--- config.mk ---
export PLATFORM = sky130hd
export DESIGN_NAME = alu_arbiter
export DESIGN_NICKNAME = d
export VERILOG_FILES = /design/src/rtl/alu_arbiter.sv
export SDC_FILE = /design/constraint.sdc
export NUM_CORES = 1
export LEC_CHECK = 0
export CORE_UTILIZATION = 41
export DETAILED_ROUTE_END_ITERATION = 7
export MAX_ROUTING_LAYER = met4
export PLACE_DENSITY_LB_ADDON = 0.1
export SYNTH_ARGS = -nofsm -noshare
export SYNTH_HDL_FRONTEND = slang
export SYNTH_SLANG_ARGS = --single-unit
--- constraint.sdc ---
create_clock -name clk -period 3.7 [get_ports clk]
set_input_delay 0.74 -clock clk [delete_from_list [all_inputs] [get_ports clk]]
set_output_delay 0.74 -clock clk [all_outputs]
set_load 0.02 [all_outputs]
--- src/rtl/alu_arbiter.sv ---
// Shares one combinational ALU between two valid/ready requesters.
// ALU_ARB_RR_EN selects round-robin priority; otherwise requester 0 always wins.
module alu_arbiter #(
  parameter int WIDTH = 32
) (
  input  logic             clk,
  input  logic             rst_n,
  input  logic [1:0]       req_valid,
  output logic [1:0]       req_ready,
  input  logic [2:0]       req_op0,
  input  logic [2:0]       req_op1,
  input  logic [WIDTH-1:0] req_a0,
  input  logic [WIDTH-1:0] req_b0,
  input  logic [WIDTH-1:0] req_a1,
  input  logic [WIDTH-1:0] req_b1,
  output logic [1:0]       rsp_valid,
  input  logic [1:0]       rsp_ready,
  output logic [WIDTH-1:0] rsp_data,
  output logic             rsp_zero,
  output logic [WIDTH-1:0] alu_a,
  output logic [WIDTH-1:0] alu_b,
  output logic [2:0]       alu_ctrl,
  input  logic [WIDTH-1:0] alu_out,
  input  logic             alu_zero,
  output logic             busy
);

  typedef enum logic [1:0] {IDLE, EXEC, RESP} state_t;

  state_t state, state_next;
  logic   grant;
  logic   sel;

`ifdef ALU_ARB_RR_EN
  logic ptr;

  // Priority passes to the other requester once a response handshake completes
  always_ff @(posedge clk or negedge rst_n) begin
    if (!rst_n) begin
      ptr <= 1'b0;
    end else if (state == RESP && rsp_ready[grant]) begin
      ptr <= ~grant;
    end
  end

  always_comb begin
    sel = (req_valid == 2'b11) ? ptr : req_valid[1];
  end
`else
  always_comb begin
    sel = req_valid[1] & ~req_valid[0];
  end
`endif

  always_comb begin
    state_next = state;
    req_ready  = 2'b00;
    rsp_valid  = 2'b00;
    case (state)
      IDLE: begin
        if (rst_n && (req_valid != 2'b00)) begin
          req_ready[sel] = 1'b1;
          state_next     = EXEC;
        end
      end
      EXEC: begin
        state_next = RESP;
      end
      RESP: begin
        rsp_valid[grant] = 1'b1;
        if (rsp_ready[grant]) begin
          state_next = IDLE;
        end
      end
      default: begin
        state_next = IDLE;
      end
    endcase
  end

  always_ff @(posedge clk or negedge rst_n) begin
    if (!rst_n) begin
      state    <= IDLE;
      grant    <= 1'b0;
      alu_a    <= '0;
      alu_b    <= '0;
      alu_ctrl <= 3'b000;
      rsp_data <= '0;
      rsp_zero <= 1'b0;
    end else begin
      state <= state_next;
      if (state == IDLE && req_valid != 2'b00) begin
        grant    <= sel;
        alu_a    <= sel ? req_a1 : req_a0;
        alu_b    <= sel ? req_b1 : req_b0;
        alu_ctrl <= sel ? req_op1 : req_op0;
      end
      // Result is held through RESP so back-pressure cannot disturb it
      if (state == EXEC) begin
        rsp_data <= alu_out;
        rsp_zero <= alu_zero;
      end
    end
  end

  assign busy = (state != IDLE);

endmodule

==> flow_summary.toml <==
[drt]
dr.pass1.iters = 2
top_layer = "met4"
drc = 0
wl_met2_um = 6630
viasPerCell = 4.87
vias = 3529
drt_wl_total_um = 12600
ant_nets = 0
routed-wl-met3_um = 1100
drtIter0Drc = 124
m1WireLength_um = 4660
wl_per_cell_um = 17.4

[sta]
fin_skew_ps = 10.8
whs_ps = 306
final.min_clock_period_ps = 2870
relSlewSlack = 0.323
worstMarginPinSlew_ps = 1020
fmax_mhz = 348
finalCritPeriodShare = 0.776
tns_ps = 0
finalHoldViolCount = 0
slew_violations = 0
rsz0062_at_grt = "no"
setup_viol = 0
worst_slack_ps = 829

[final_layout]
nNetsFinal = 752
drive_above_1_share = 0.327
syn_to_final_growth_pct = 66.6
diodes = 0
fillers = 842

[yosys]
synth_top_flop_cell = "dfrtp_1"
ys_async_sr_fraction = 1.00
ys_seq_area_frac = 0.542
synthTopCellsByCount = "mux2_2, dfrtp_1, mux2_4"
synth.net_count = 479
synth_warnings = 0
synth_top_area_cell = "dfrtp_1"
synth_area_um2 = 4750
postSynthCellCount = 306
synth_edf_count = 0
post_synth.cell_area_avg_um2 = 15.5
yosys-top-cells-area = "dfrtp_1, mux2_2, mux2_4"
ys_ff_latch = 103
yosysMostFrequentCell = "mux2_2"
synth_top_area_frac = 0.542
synth.distinct_cells = 17

[cts]
postCtsSetupBuffers = 0
clock_latency_ps = 330
h-tree-depth = 3
clk_pin_slew_worst_paths_ps = 70
cts_made_buffers = 9
ctsHoldBuffers = 0
tritoncts = "yes"
cts.sinks = 103
clk_path_buf_depth = 2
ctsResizeCount = 0
clock-root-buffer = "clkbuf_16"

[grt]
overflow = 0
antenna_found_initial = 0
grt_pass1_vias = 3820
grt_max_degree = 82
grt_use_total = 0.216
grt_pass1_wl_um = 18900

[die]
die-area_um2 = 12000
start_util = 0.429
boundaryPins = 278
fp.dieH_um = 110
placeableCoreArea_um2 = 11100
rows = 38
fp.dieW_um = 110

[place]
dp_slack_ps = 666
dp_hpwl_um = 9580
portBuffers = 277
routabilityCongestion = 0.778

[setup_path]
critical_path_class = "in -> out"
path_buf_inv = 2
timing.rr.end = "alu_b[19]$_DFFE_PN0P_"
crit_top_cell = "clkdlybuf4s50_1"
r2r.worst_path.cells = 4
r2r_slack_ps = 1940
path_cells = "clkdlybuf4s50_1 > nand2b_4 > nor2_1 > clkdlybuf4s50_1"
crit_arrival_ps = 2130
cp_slowest_cell = "clkdlybuf4s50_1"
critPathLaunchType = "input port"
endpoint_kind = "primary output"
path_max_fanout = 4
critPathMaxStageDelay_ps = 660
critPathLaunch = "req_valid[0]"
r2r-start = "state[0]$_DFFE_PN0P_"
required_ps = 2960
cp_top_family = "buffers and inverters"

[worst_hold_path]
hold_path_class = "in -> async"

[pwr]
ir_drop_mv = 0.451
p_leak_uw = 0.00328
power.density_nw_per_um2 = 776

[flow_run]
cap_violations = 0

[status]
status = "complete, no violations"
## state kept, by name, summed over array words and instances, names as in the netlist
signal    count
rsp_data     32
alu_b        32
alu_ctrl      3
rsp_zero      1
alu_a        32
grant         1
state         2
## cell type report
type                       instances  area [µm²]  share of cell area
timing repair buffer             281        2810               0.355
sequential                       103        2580               0.325
multi-input combinational        182        2040               0.258
clock buffer                      12         267              0.0337
tap                              140         175              0.0221
clock inverter                     4        35.0             0.00442
inverter                           2        7.51            0.000948
## metrics by stage
step	area, µm²	std cells	utilization	total power (µW)
after floorplan	4750	306	-	3650
final	7920	724	0.715	6140
after global placement	7620	708	0.688	5190
after detailed placement	7620	708	0.688	5260
after CTS	7920	724	0.715	6220
after global routing	7920	724	0.715	6470
## worst max-delay path by stage
stage	cells past startpoint	slack (ps)	end
5_1_grt	4	790	req_ready[1]
4_1_cts	4	830	req_ready[1]
6_report	4	830	req_ready[1]
3_5_place_dp	5	670	alu_ctrl[2]$_DFFE_PN0P_
2_1_floorplan	5	1420	req_ready[1]
3_3_place_gp	5	730	alu_b[5]$_DFFE_PN0P_
## per-layer routing
layer | up-vias | global-route usage
met1 | 1714 | 0.227
met4 | 0 | 0.0714
li1 | 1641 | -
met3 | 15 | 0.0599
met2 | 159 | 0.389
met5 | - | -
## logic make-up after synthesis
family	share of synthesized area
and+or+nand+nor	0.0121
AOI/OAI and AO/OA	0.00474
DFF	0.542
buffers and inverters	0.0282
muxes	0.413
## layout by cell type, fill, tap and decap left out
cell type,count
buf_4,4
a21oi_1,2
o21a_2,1
mux2_2,149
clkbuf_8,3
nand2b_1,2
and2_1,1
and3_1,1
o21ai_0,1
clkinv_4,1
clkdlybuf4s50_1,276
nand2_1,1
nand2b_4,1
buf_12,1
dfrtp_1,103
inv_6,3
inv_1,2
mux2_4,19
clkbuf_16,9
nor2_1,4
## report_power, final
part | switching [µW] | internal [µW] | total (µW)
clock network | 418 | 521 | 939
registers | 292 | 1700 | 1990
logic | 1440 | 1770 | 3210
Note: power is estimated with default switching activity, not from simulation.
